--- src/rtl/mips_pkg.sv ---
// Shared MIPS execute-stage definitions: R-type funct codes for HI/LO ops and the mul/div FSM states.
package mips_pkg;

  localparam logic [5:0] F_MFHI  = 6'b010000;
  localparam logic [5:0] F_MTHI  = 6'b010001;
  localparam logic [5:0] F_MFLO  = 6'b010010;
  localparam logic [5:0] F_MTLO  = 6'b010011;
  localparam logic [5:0] F_MULT  = 6'b011000;
  localparam logic [5:0] F_MULTU = 6'b011001;
  localparam logic [5:0] F_DIV   = 6'b011010;
  localparam logic [5:0] F_DIVU  = 6'b011011;

  typedef enum logic [1:0] {
    MD_IDLE,
    MD_MUL,
    MD_DIV,
    MD_FIX
  } md_state_t;

  function automatic logic is_md_funct(input logic [5:0] f);
    return (f == F_MFHI) || (f == F_MTHI) || (f == F_MFLO) || (f == F_MTLO) ||
           (f == F_MULT) || (f == F_MULTU) || (f == F_DIV) || (f == F_DIVU);
  endfunction

endpackage

--- src/rtl/muldiv_unit_if.sv ---
// E-stage <-> mul/div unit signals; the pipeline is master, the unit is slave.
interface muldiv_unit_if #(parameter int WIDTH = 32);
  logic             ValidE;
  logic [5:0]       FunctE;
  logic [WIDTH-1:0] SrcAE;
  logic [WIDTH-1:0] SrcBE;
  logic             FlushE;
  logic             StallE;
  logic [WIDTH-1:0] HiLoOutE;
  logic             BusyE;

  modport master (output ValidE, FunctE, SrcAE, SrcBE, FlushE,
                  input  StallE, HiLoOutE, BusyE);
  modport slave  (input  ValidE, FunctE, SrcAE, SrcBE, FlushE,
                  output StallE, HiLoOutE, BusyE);
endinterface

--- src/rtl/muldiv_iter.sv ---
// Shared shift datapath: radix-2 shift-add multiply or restoring divide on unsigned magnitudes,
// one bit per step; acc_hi/acc_lo hold {product} or {remainder, quotient} after WIDTH steps.
module muldiv_iter #(parameter int WIDTH = 32) (
  input  logic             clk,
  input  logic             reset_n,
  input  logic             load,
  input  logic             step,
  input  logic             mul_mode,
  input  logic [WIDTH-1:0] load_lo,
  input  logic [WIDTH-1:0] load_op,
  output logic [WIDTH-1:0] acc_hi,
  output logic [WIDTH-1:0] acc_lo,
  output logic             last
);
  localparam int CW = $clog2(WIDTH) + 1;

  logic [WIDTH-1:0] hi_q, hi_d, lo_q, lo_d, op_q, op_d;
  logic [CW-1:0]    cnt_q, cnt_d;
  logic [WIDTH:0]   add_a, sum;

  // One adder serves both modes: hi+multiplicand, or {rem,next dividend bit}-divisor.
  always_comb begin
    add_a = mul_mode ? {1'b0, hi_q} : {hi_q, lo_q[WIDTH-1]};
    sum   = mul_mode ? add_a + {1'b0, op_q} : add_a - {1'b0, op_q};
    hi_d  = hi_q;
    lo_d  = lo_q;
    op_d  = op_q;
    cnt_d = cnt_q;
    if (load) begin
      hi_d  = '0;
      lo_d  = load_lo;
      op_d  = load_op;
      cnt_d = '0;
    end else if (step) begin
      cnt_d = cnt_q + 1'b1;
      if (mul_mode) begin
        if (lo_q[0]) {hi_d, lo_d} = {sum, lo_q[WIDTH-1:1]};
        else         {hi_d, lo_d} = {1'b0, hi_q, lo_q[WIDTH-1:1]};
      end else if (!sum[WIDTH]) begin
        hi_d = sum[WIDTH-1:0];
        lo_d = {lo_q[WIDTH-2:0], 1'b1};
      end else begin
        hi_d = add_a[WIDTH-1:0];
        lo_d = {lo_q[WIDTH-2:0], 1'b0};
      end
    end
  end

  always_ff @(posedge clk or negedge reset_n) begin
    if (!reset_n) begin
      hi_q  <= '0;
      lo_q  <= '0;
      op_q  <= '0;
      cnt_q <= '0;
    end else begin
      hi_q  <= hi_d;
      lo_q  <= lo_d;
      op_q  <= op_d;
      cnt_q <= cnt_d;
    end
  end

  assign acc_hi = hi_q;
  assign acc_lo = lo_q;
  assign last   = step && (cnt_q == CW'(WIDTH - 1));

endmodule

--- src/rtl/muldiv_unit.sv ---
// MIPS E-stage multiply/divide unit with HI/LO: WIDTH iteration cycles + 1 sign-fix cycle,
// stalls only HI/LO-class instructions while busy; FlushE aborts without touching HI/LO.
module muldiv_unit import mips_pkg::*; #(parameter int WIDTH = 32) (
  input logic          clk,
  input logic          reset_n,
  muldiv_unit_if.slave md
);
  md_state_t        state_q, state_d;
  logic [WIDTH-1:0] hi_q, hi_d, lo_q, lo_d;
  logic             is_mul_q, is_mul_d, neg_p_q, neg_p_d, neg_r_q, neg_r_d, div0_q, div0_d;

  logic             md_funct, busy, stall, accept, op_mul, op_div, op_signed;
  logic             a_neg, b_neg, iter_last;
  logic [WIDTH-1:0] a_mag, b_mag, acc_hi, acc_lo, quo, rem;
  logic [2*WIDTH-1:0] prod, prod_s;

  assign md_funct  = is_md_funct(md.FunctE);
  assign busy      = (state_q != MD_IDLE);
  assign stall     = busy & md.ValidE & md_funct;
  assign accept    = md.ValidE & md_funct & ~stall & ~md.FlushE;
  assign op_mul    = (md.FunctE == F_MULT) || (md.FunctE == F_MULTU);
  assign op_div    = (md.FunctE == F_DIV)  || (md.FunctE == F_DIVU);
  assign op_signed = (md.FunctE == F_MULT) || (md.FunctE == F_DIV);
  assign a_neg     = op_signed & md.SrcAE[WIDTH-1];
  assign b_neg     = op_signed & md.SrcBE[WIDTH-1];
  assign a_mag     = a_neg ? -md.SrcAE : md.SrcAE;
  assign b_mag     = b_neg ? -md.SrcBE : md.SrcBE;

  muldiv_iter #(.WIDTH(WIDTH)) u_iter (
    .clk      (clk),
    .reset_n  (reset_n),
    .load     (accept & (op_mul | op_div)),
    .step     ((state_q == MD_MUL) || (state_q == MD_DIV)),
    .mul_mode (state_q == MD_MUL),
    .load_lo  (op_mul ? b_mag : a_mag),
    .load_op  (op_mul ? a_mag : b_mag),
    .acc_hi   (acc_hi),
    .acc_lo   (acc_lo),
    .last     (iter_last)
  );

  // Magnitude results are sign-corrected here; the most-negative / -1 case falls out naturally.
  assign prod   = {acc_hi, acc_lo};
  assign prod_s = neg_p_q ? -prod : prod;
  assign quo    = neg_p_q ? -acc_lo : acc_lo;
  assign rem    = neg_r_q ? -acc_hi : acc_hi;

  always_comb begin
    state_d  = state_q;
    hi_d     = hi_q;
    lo_d     = lo_q;
    is_mul_d = is_mul_q;
    neg_p_d  = neg_p_q;
    neg_r_d  = neg_r_q;
    div0_d   = div0_q;
    case (state_q)
      MD_IDLE: begin
        if (accept) begin
          case (md.FunctE)
            F_MTHI: hi_d = md.SrcAE;
            F_MTLO: lo_d = md.SrcAE;
            F_MULT, F_MULTU, F_DIV, F_DIVU: begin
              state_d  = op_mul ? MD_MUL : MD_DIV;
              is_mul_d = op_mul;
              neg_p_d  = a_neg ^ b_neg;
              neg_r_d  = a_neg;
              div0_d   = op_div & (md.SrcBE == '0);
            end
            default: ;
          endcase
        end
      end
      MD_MUL, MD_DIV: begin
        if (md.FlushE)      state_d = MD_IDLE;
        else if (iter_last) state_d = MD_FIX;
      end
      MD_FIX: begin
        state_d = MD_IDLE;
        if (!md.FlushE) begin
          if (is_mul_q) begin
            {hi_d, lo_d} = prod_s;
          end else begin
            // Remainder of x/0 is |x| re-signed, i.e. x itself.
            hi_d = rem;
            lo_d = div0_q ? '1 : quo;
          end
        end
      end
      default: state_d = MD_IDLE;
    endcase
  end

  always_ff @(posedge clk or negedge reset_n) begin
    if (!reset_n) begin
      state_q  <= MD_IDLE;
      hi_q     <= '0;
      lo_q     <= '0;
      is_mul_q <= 1'b0;
      neg_p_q  <= 1'b0;
      neg_r_q  <= 1'b0;
      div0_q   <= 1'b0;
    end else begin
      state_q  <= state_d;
      hi_q     <= hi_d;
      lo_q     <= lo_d;
      is_mul_q <= is_mul_d;
      neg_p_q  <= neg_p_d;
      neg_r_q  <= neg_r_d;
      div0_q   <= div0_d;
    end
  end

  assign md.StallE   = stall;
  assign md.BusyE    = busy;
  assign md.HiLoOutE = (md.FunctE == F_MFHI) ? hi_q :
                       (md.FunctE == F_MFLO) ? lo_q : '0;

endmodule

--- src/flat_wrapper.sv ---
// flat-port wrapper written by rule: the top's interface ports become plain ports
module muldiv_unit_flat import mips_pkg::*;
#(parameter int WIDTH = 32)
  (clk, reset_n, md_ValidE, md_FunctE, md_SrcAE, md_SrcBE, md_FlushE, md_StallE, md_HiLoOutE, md_BusyE);
  muldiv_unit_if #(.WIDTH(WIDTH)) md_i ();
  input logic clk;
  input logic reset_n;
  input wire logic [$bits(md_i.ValidE)-1:0] md_ValidE;
  input wire logic [$bits(md_i.FunctE)-1:0] md_FunctE;
  input wire logic [$bits(md_i.SrcAE)-1:0] md_SrcAE;
  input wire logic [$bits(md_i.SrcBE)-1:0] md_SrcBE;
  input wire logic [$bits(md_i.FlushE)-1:0] md_FlushE;
  output wire logic [$bits(md_i.StallE)-1:0] md_StallE;
  output wire logic [$bits(md_i.HiLoOutE)-1:0] md_HiLoOutE;
  output wire logic [$bits(md_i.BusyE)-1:0] md_BusyE;
  assign md_i.ValidE = md_ValidE;
  assign md_i.FunctE = md_FunctE;
  assign md_i.SrcAE = md_SrcAE;
  assign md_i.SrcBE = md_SrcBE;
  assign md_i.FlushE = md_FlushE;
  assign md_StallE = md_i.StallE;
  assign md_HiLoOutE = md_i.HiLoOutE;
  assign md_BusyE = md_i.BusyE;
  muldiv_unit #(.WIDTH(WIDTH)) u_core (.clk(clk), .reset_n(reset_n), .md(md_i));
endmodule
--- config.mk ---
export PLATFORM = sky130hd
export DESIGN_NAME = muldiv_unit_flat
export DESIGN_NICKNAME = d
export VERILOG_FILES = /design/src/rtl/mips_pkg.sv /design/src/rtl/muldiv_unit_if.sv /design/src/rtl/muldiv_iter.sv /design/src/rtl/muldiv_unit.sv /design/src/flat_wrapper.sv
export SDC_FILE = /design/constraint.sdc
export NUM_CORES = 1
export LEC_CHECK = 0
export CELL_PAD_IN_SITES_DETAIL_PLACEMENT = 0
export CELL_PAD_IN_SITES_GLOBAL_PLACEMENT = 2
export CORE_UTILIZATION = 39
export DETAILED_ROUTE_END_ITERATION = 8
export DONT_BUFFER_PORTS = 1
export GPL_TIMING_DRIVEN = 0
export HOLD_SLACK_MARGIN = 0.06
export PLACE_DENSITY = 0.84
export SLEW_MARGIN = 0
export SYNTH_ARGS = -nofsm -noshare
export SYNTH_HDL_FRONTEND = slang
export SYNTH_SLANG_ARGS = --single-unit
--- constraint.sdc ---
create_clock -name clk -period 5.65 [get_ports clk]
set_clock_uncertainty 0.1 [all_clocks]
set_input_delay 0.565 -clock clk [delete_from_list [all_inputs] [get_ports clk]]
set_output_delay 0.565 -clock clk [all_outputs]
set_load 0.01 [all_outputs]
# After elaboration in Yosys (flattened, before gate mapping)
# Cells that the tools add are included.
# W data, S select, Z words.
dict set report totals {
  wordCells 113
  inputBits 74
  reg_bits 172
}
dict set report classes {
  n_eq_ne 18
  bitwise_logic 13
  reduce_logical 23
  n_addsub 8
  n_mux 40
}
# operator n
set ops {}
lappend ops {{$mux W32} 26}
lappend ops {{$neg A32 Y32} 4}
lappend ops {{$pmux W32 S2} 2}
lappend ops {{$mux W33} 2}
lappend ops {{$mux W64} 1}
lappend ops {{$neg A64 Y64} 1}
lappend ops {{$eq A6 B5 Y1 const B} 9}
lappend ops {{$add A33 B32 Y33} 1}
lappend ops {{$sub A33 B32 Y33} 1}
lappend ops {{$logic_not A32 Y1} 1}
lappend ops {{$mux W6} 2}
lappend ops {{$logic_or A1 B1 Y1} 11}
lappend ops {{$mux W2} 5}
lappend ops {{$and A1 B1 Y1} 9}
lappend ops {{$reduce_and A4 Y1} 2}
lappend ops {{$add A6 B1 Y6 const B} 1}
lappend ops {{$ne A2 B1 Y1 const B} 3}
lappend ops {{$pmux W2 S3} 1}
lappend ops {{$reduce_and A3 Y1} 2}
lappend ops {{$reduce_bool A2 Y1} 3}
lappend ops {{$eq A2 B2 Y1 const B} 2}
lappend ops {{$ne A2 B2 Y1 const B} 2}
lappend ops {{$reduce_or A4 Y1} 1}
lappend ops {{$ne A3 B2 Y1 const B} 1}
lappend ops {{8 further kinds} 9}

# Logic depth before layout (Yosys ltp)
dict set report depth {
  depth_word 14
  ltp_mapped 20
  ltp_nobuf 17
}

# By module
# From an unflattened synthesis, not the netlist that was laid out.
dict set report hier_totals {
  cells_unflattened 2012
  area_unflattened_um2 16260.6
}
# mod cells_per_inst area_each_um2 n_inst
set by_module_without_submodules {}
lappend by_module_without_submodules {muldiv_iter 986 8333.0 1}
lappend by_module_without_submodules {muldiv_unit 1026 7927.6 1}

# Least setup slack after synthesis
# Ideal clock, no wire load.
dict set report synth_path {
  path_kind {register to register}
  startpoint {register u_core.state_q[1]}
  endpoint {register u_core.u_iter.hi_q[10] (netlist: u_core.u_iter.acc_hi[10])}
  setup_slack_ns 1.091
  stages_incl_launch_ff 19
  synth_period_minus_slack_ns 4.559
  required_time_ns 5.464
  arrival_ns 4.373
  path_cell_list {dfrtp_1 > inv_1 > ha_1 > clkbuf_1 > clkbuf_1 > buf_1 > mux2_2 > ha_1 > clkbuf_1 > nand4_1 > nor4_1 > o211ai_1 > nand3_1 > o21a_1 > buf_2 > mux2i_1 > buf_2 > o22ai_1 > nor3_1}
}
dict set report synth_between {
  elab_chain_len 8
}
# item line
set synth_rtl {}
lappend synth_rtl {{start: declaration} muldiv_unit.sv:8} ;# md_state_t state_q, state_d;
lappend synth_rtl {{start signal: assignment} muldiv_unit.sv:103} ;# state_q <= state_d;
lappend synth_rtl {{$eq A2 B1 Y1 or $reduce_bool A2 Y1 (tied branches)} {muldiv_unit.sv:33, muldiv_unit.sv:34, muldiv_unit.sv:18}}
lappend synth_rtl {{$mux W33 or $and A1 B1 Y1 (tied branches)} {muldiv_iter.sv:23, muldiv_unit.sv:19}}
lappend synth_rtl {{$sub A33 B32 Y33, or another cell as far along} muldiv_iter.sv:24} ;# sum = mul_mode ? add_a + {1'b0, op_q} : add_a - {1'b0, op_q};
lappend synth_rtl {{$mux W33 or $not A1 Y1 (tied branches)} {muldiv_iter.sv:24, muldiv_unit.sv:20}}
lappend synth_rtl {{$mux W32, or another cell as far along} muldiv_iter.sv:39} ;# end else if (!sum[WIDTH]) begin
lappend synth_rtl {{$mux W32 or $and A1 B1 Y1 (tied branches)} {muldiv_iter.sv:36, muldiv_unit.sv:20}}
lappend synth_rtl {{$mux W32 or $and A1 B1 Y1 (tied branches)} {muldiv_iter.sv:34, muldiv_unit.sv:32}}
lappend synth_rtl {{$mux W32 or $reduce_bool A2 Y1 (tied branches)} --}
lappend synth_rtl {{end signal: assignment} muldiv_iter.sv:56} ;# hi_q <= hi_d;
lappend synth_rtl {{end: declaration} muldiv_iter.sv:17} ;# logic [WIDTH-1:0] hi_q, hi_d, lo_q, lo_d, op_q, op_d;
# Parallel ways exist; a longest one is shown, timed or not. The select of a mux whose other input is x is not followed.
# A chain may end at the register's enable or synchronous reset.

# Worst setup path after layout
dict set report layout_path {
  startpoint {register u_core.u_iter.op_q[3]}
  endpoint {register u_core.u_iter.hi_q[20] (netlist: u_core.u_iter.acc_hi[20])}
}
dict set report layout_between {
  elab_chain_len 6
}
# item line
set layout_rtl {}
lappend layout_rtl {{start: declaration} muldiv_iter.sv:17}
lappend layout_rtl {{start signal: assignment} muldiv_iter.sv:58} ;# op_q <= op_d;
lappend layout_rtl {{$sub A33 B32 Y33 or $add A33 B32 Y33 (tied branches)} muldiv_iter.sv:24}
lappend layout_rtl {{$mux W33 (*)} muldiv_iter.sv:24}
lappend layout_rtl {{$mux W32 (on tied branches)} {muldiv_iter.sv:39, muldiv_iter.sv:37}}
lappend layout_rtl {{$mux W32 (*)} muldiv_iter.sv:36} ;# if (mul_mode) begin
lappend layout_rtl {{$mux W32 (*)} muldiv_iter.sv:34} ;# end else if (step) begin
lappend layout_rtl {{$mux W32 (*)} muldiv_iter.sv:29} ;# if (load) begin
# Every way passes the cells marked *; elsewhere a longest branch is shown, timed or not. The select of a mux whose other input is x is not followed.

==> results by group <==
Final layout
  – P&R area growth vs syn: 9.04%
  – Number of fill cells: 4,071
  – Final instance area: 0.0169 mm2
  – Nets: 2,120
  – Layout cells sized above 1: 6.49%
  – Diodes inserted: 0

Global routing
  – Pin count of the biggest net entering global routing: 173
  – Total GRT Usage: 32.7%
  – Initial antenna violation count: 0
  – Via count of the first global-routing pass: 14,700
  – First-pass GRT wire length: 98.1 mm
  – GR Overflow Total: 0

Synthesis
  – Count of cell types in the netlist: 84
  – Sequential area share after synthesis: 27.8%
  – Yosys reg bits: 172
  – Area leader, netlist: dfrtp_1
  – Post-synth EDFFs: 0
  – Synthesis Warnings: 0
  – Main flop type after synthesis: dfrtp_1
  – Synthesized area: 0.0155 mm2
  – Mean post-synth cell area: 7.82 um2
  – Post-Synthesis Cells: 1,982
  – Mapped Nets: 2,098
  – Yosys top cell area share: 27.8%
  – Asr flop ratio synth: 100%
  – Commonest cells post-synth: nand2_1 (216), o21ai_0 (195), nor2_1 (173)
  – Top-count cell post-synth: nand2_1
  – Leading post-synthesis cells by cell area: dfrtp_1 (28%), o21ai_0 (6.3%), xor2_1 (5.6%)

Die
  – Core area: 0.0389 mm2
  – I/O Pins: 108
  – Starting Density: 39.9%
  – Die area: 0.0406 mm2
  – Row count: 72
  – Die outline width: 201 um
  – Die height: 201 um

Critical path
  – Arr. time, crit path: 5.64 ns
  – Crit end category: flop
  – Crit-path cells: nor2_1, nor4b_2, and2_1, clkbuf_1, nand3_1, nor2_1, and3_1, a21oi_1, xor2_1, ha_1, clkbuf_1, a21oi_1, o21ai_0, or2_2, o21a_1, buf_2, mux2i_4, buf_4, a21oi_1, o21ai_0
  – Crit start category: flop
  – Slowest cell delay on critical path: 0.43 ns
  – Crit-path slowest cell: dfrtp_1
  – Cell family with most CP delay: simple AND/OR/NAND/NOR gates
  – Highest fanout seen on the critical path: 10
  – Required time worst endpoint: 5.88 ns
  – Buf/Inv on CP: 4
  – Top cell by count, worst path: a21oi_1
  – WS Path Type: reg -> reg

STA
  – Part of the cycle the worst path needs: 95.8%
  – Final worst path period need: 5.41 ns
  – Max Clock Freq: 0.185 GHz
  – Min Hold Slack: -0.00686 ns
  – Measured slew at the worst slew-check pin: 1.33 ns
  – Final setup violation count: 0
  – Hold Vio Cnt, Final: 10
  – Max-Slew Margin vs Limit: 10.6%
  – Max-slew violation count: 0

Detailed routing
  – Drt pass-1 iters: 7
  – DR WL/cell: 26.3 um
  – Post-route ant nets: 0
  – Drt via density: 6.23
  – DRC Markers: 0
  – Via count: 15,800
  – DRT iter0 DRCs: 1,635
  – Final wirelength: 66.8 mm

Pwr
  – Pleak: 6.54 nW
  – Peak VDD IR: 0.350 mV
  – P per Cell Area: 773 mW/mm2

Placed design
  – Routability cong.: 1.00
  – Port buffer count: 0
  – Placed Area: 0.0162 mm2
  – Post-DP HPWL: 53.7 mm

Clocking
  – Clock Latency Late Sink: 0.48 ns
  – Reg clk slew, reported paths: 0.08 ns
  – CTS root buffer: clkbuf_16
  – Clock buffer count from CTS: 17
  – CTS tree: done
  – Clock Sinks: 172
  – Worst-case clock buffer depth: 2
  – # H-tree levels: 4

Outcome
  – Failing checks: negative hold slack
  – Status: complete, but fails checks

Job
  – # Max-Cap Violations: 0

Worst hold path
  – Hold WC Path Type: in -> async
==> layer usage <==
metal / wire length (um) / global-route usage [%]
met3: 5790 / 6.01
met5: 0 / 0
met1: 30400 / 47.1
met4: 1760 / 9.85
met2: 28800 / 49.2
==> layout make-up <==
class | count | area [um2] | area share, %
Timing Repair Buffer | 6 | 65.1 | 0.385
Buffer | 159 | 654 | 3.87
Multi-Input combinational cell | 1609 | 10500 | 61.9
Inverter | 39 | 146 | 0.866
Tap cell | 518 | 648 | 3.83
Sequential cell | 172 | 4300 | 25.5
Clock inverter | 15 | 196 | 1.16
Clock buffer | 17 | 425 | 2.52
==> cell families (layout without fill, tap and decap cells) <==
logic type | after synthesis | in the layout | synth area share, %
buffers and inverters | 201 | 236 | 5.15
adders and majority gates | 42 | 42 | 3.44
AOI/OAI and AO/OA | 630 | 630 | 25.6
muxes | 116 | 116 | 7.72
DFF | 172 | 172 | 27.8
and+or+nand+nor | 639 | 639 | 20.0
xor gates and xnor gates | 182 | 182 | 10.3
==> path summary, 6_finish.rpt <==
kind                       depth (start not counted)  slack (ns)                  endpoint                   from
hold reg to reg                                    1        0.38           u_core.hi_q[12]        u_core.hi_q[12]
min in group clk                                   2        0.13     u_core.u_iter.op_q[0]            md_SrcAE[0]
setup reg to reg                                  20        0.24  u_core.u_iter.acc_hi[20]  u_core.u_iter.op_q[3]
max in group asynchronous                          1        4.71  u_core.u_iter.acc_hi[21]                reset_n
setup / recovery                                  20        0.24  u_core.u_iter.acc_hi[20]  u_core.u_iter.op_q[3]
hold / removal                                     1      -0.007           u_core.hi_q[14]                reset_n
==> stage by stage <==
stage | TNS (ns) | worst slack (ns) | utilization, % | power [mW] | cells
after detailed placement | -19.30 | -1.09 | 41.5 | 11.2 | 2500
after CTS | 0 | 0.00465 | 43.3 | 12.6 | 2533
after floorplan | 0 | 1.09 | - | 8.27 | 1982
final | 0 | 0.239 | 43.5 | 13.1 | 2535
after global routing | -0.0223 | -0.0223 | 43.5 | 13.8 | 2535
after global placement | -19.14 | -1.05 | 41.5 | 11.1 | 2500
==> where the power goes <==
| part | total, mW | internal, mW | switching (mW) | leakage, nW |
|---|---|---|---|---|
| Combinational | 9.54 | 3.27 | 6.26 | 4.17 |
| Clock | 1.31 | 0.678 | 0.629 | 0.304 |
| Sequential | 2.23 | 1.76 | 0.466 | 2.06 |
==> placed cells by master, fill, tap and decap left out, types with 40 or more instances in the layout <==
cell      netlist  layout
ha_1           41      40
o21ai_0       195     195
dfrtp_1       172     172
nand2_1       216     216
nor2_1        173     173
mux2i_1        87      85
xor2_1        100     100
xnor2_1        81      81
a21oi_1       139     138
nor3_1         47      47
clkbuf_1      133     122
==> what timing repair did <==
action                                  in CTS  in global routing
resized for setup                           13                 13
buffers inserted                             1                  4
cloned                                       0                  0
hold buffers                                 1                  0
endpoints found under the hold margin      172                  0
endpoints found under the setup margin      28                 27
==> worst reg2reg max path, delay by kind of cell (launching register included) <==
kind | cells | cell delay (ns)
buffers and inverters | 4 | 0.93
multiplexers | 1 | 0.23
AO/OA/AOI/OAI | 6 | 1.23
XOR/XNOR | 1 | 0.37
flip-flops | 1 | 0.43
adder cells (fa/ha/maj) | 1 | 0.30
AND/OR/NAND/NOR | 7 | 1.67
==> sequential cells by signal, indices dropped and copies added, names as in the netlist <==
register	cells
u_core.state_q	2
u_core.neg_p_q	1
u_core.u_iter.acc_hi	32
u_core.is_mul_q	1
u_core.u_iter.acc_lo	32
u_core.hi_q	32
u_core.div0_q	1
u_core.u_iter.cnt_q	6
u_core.neg_r_q	1
u_core.lo_q	32
u_core.u_iter.op_q	32
No activity file was read; power rests on OpenSTA's default activity.
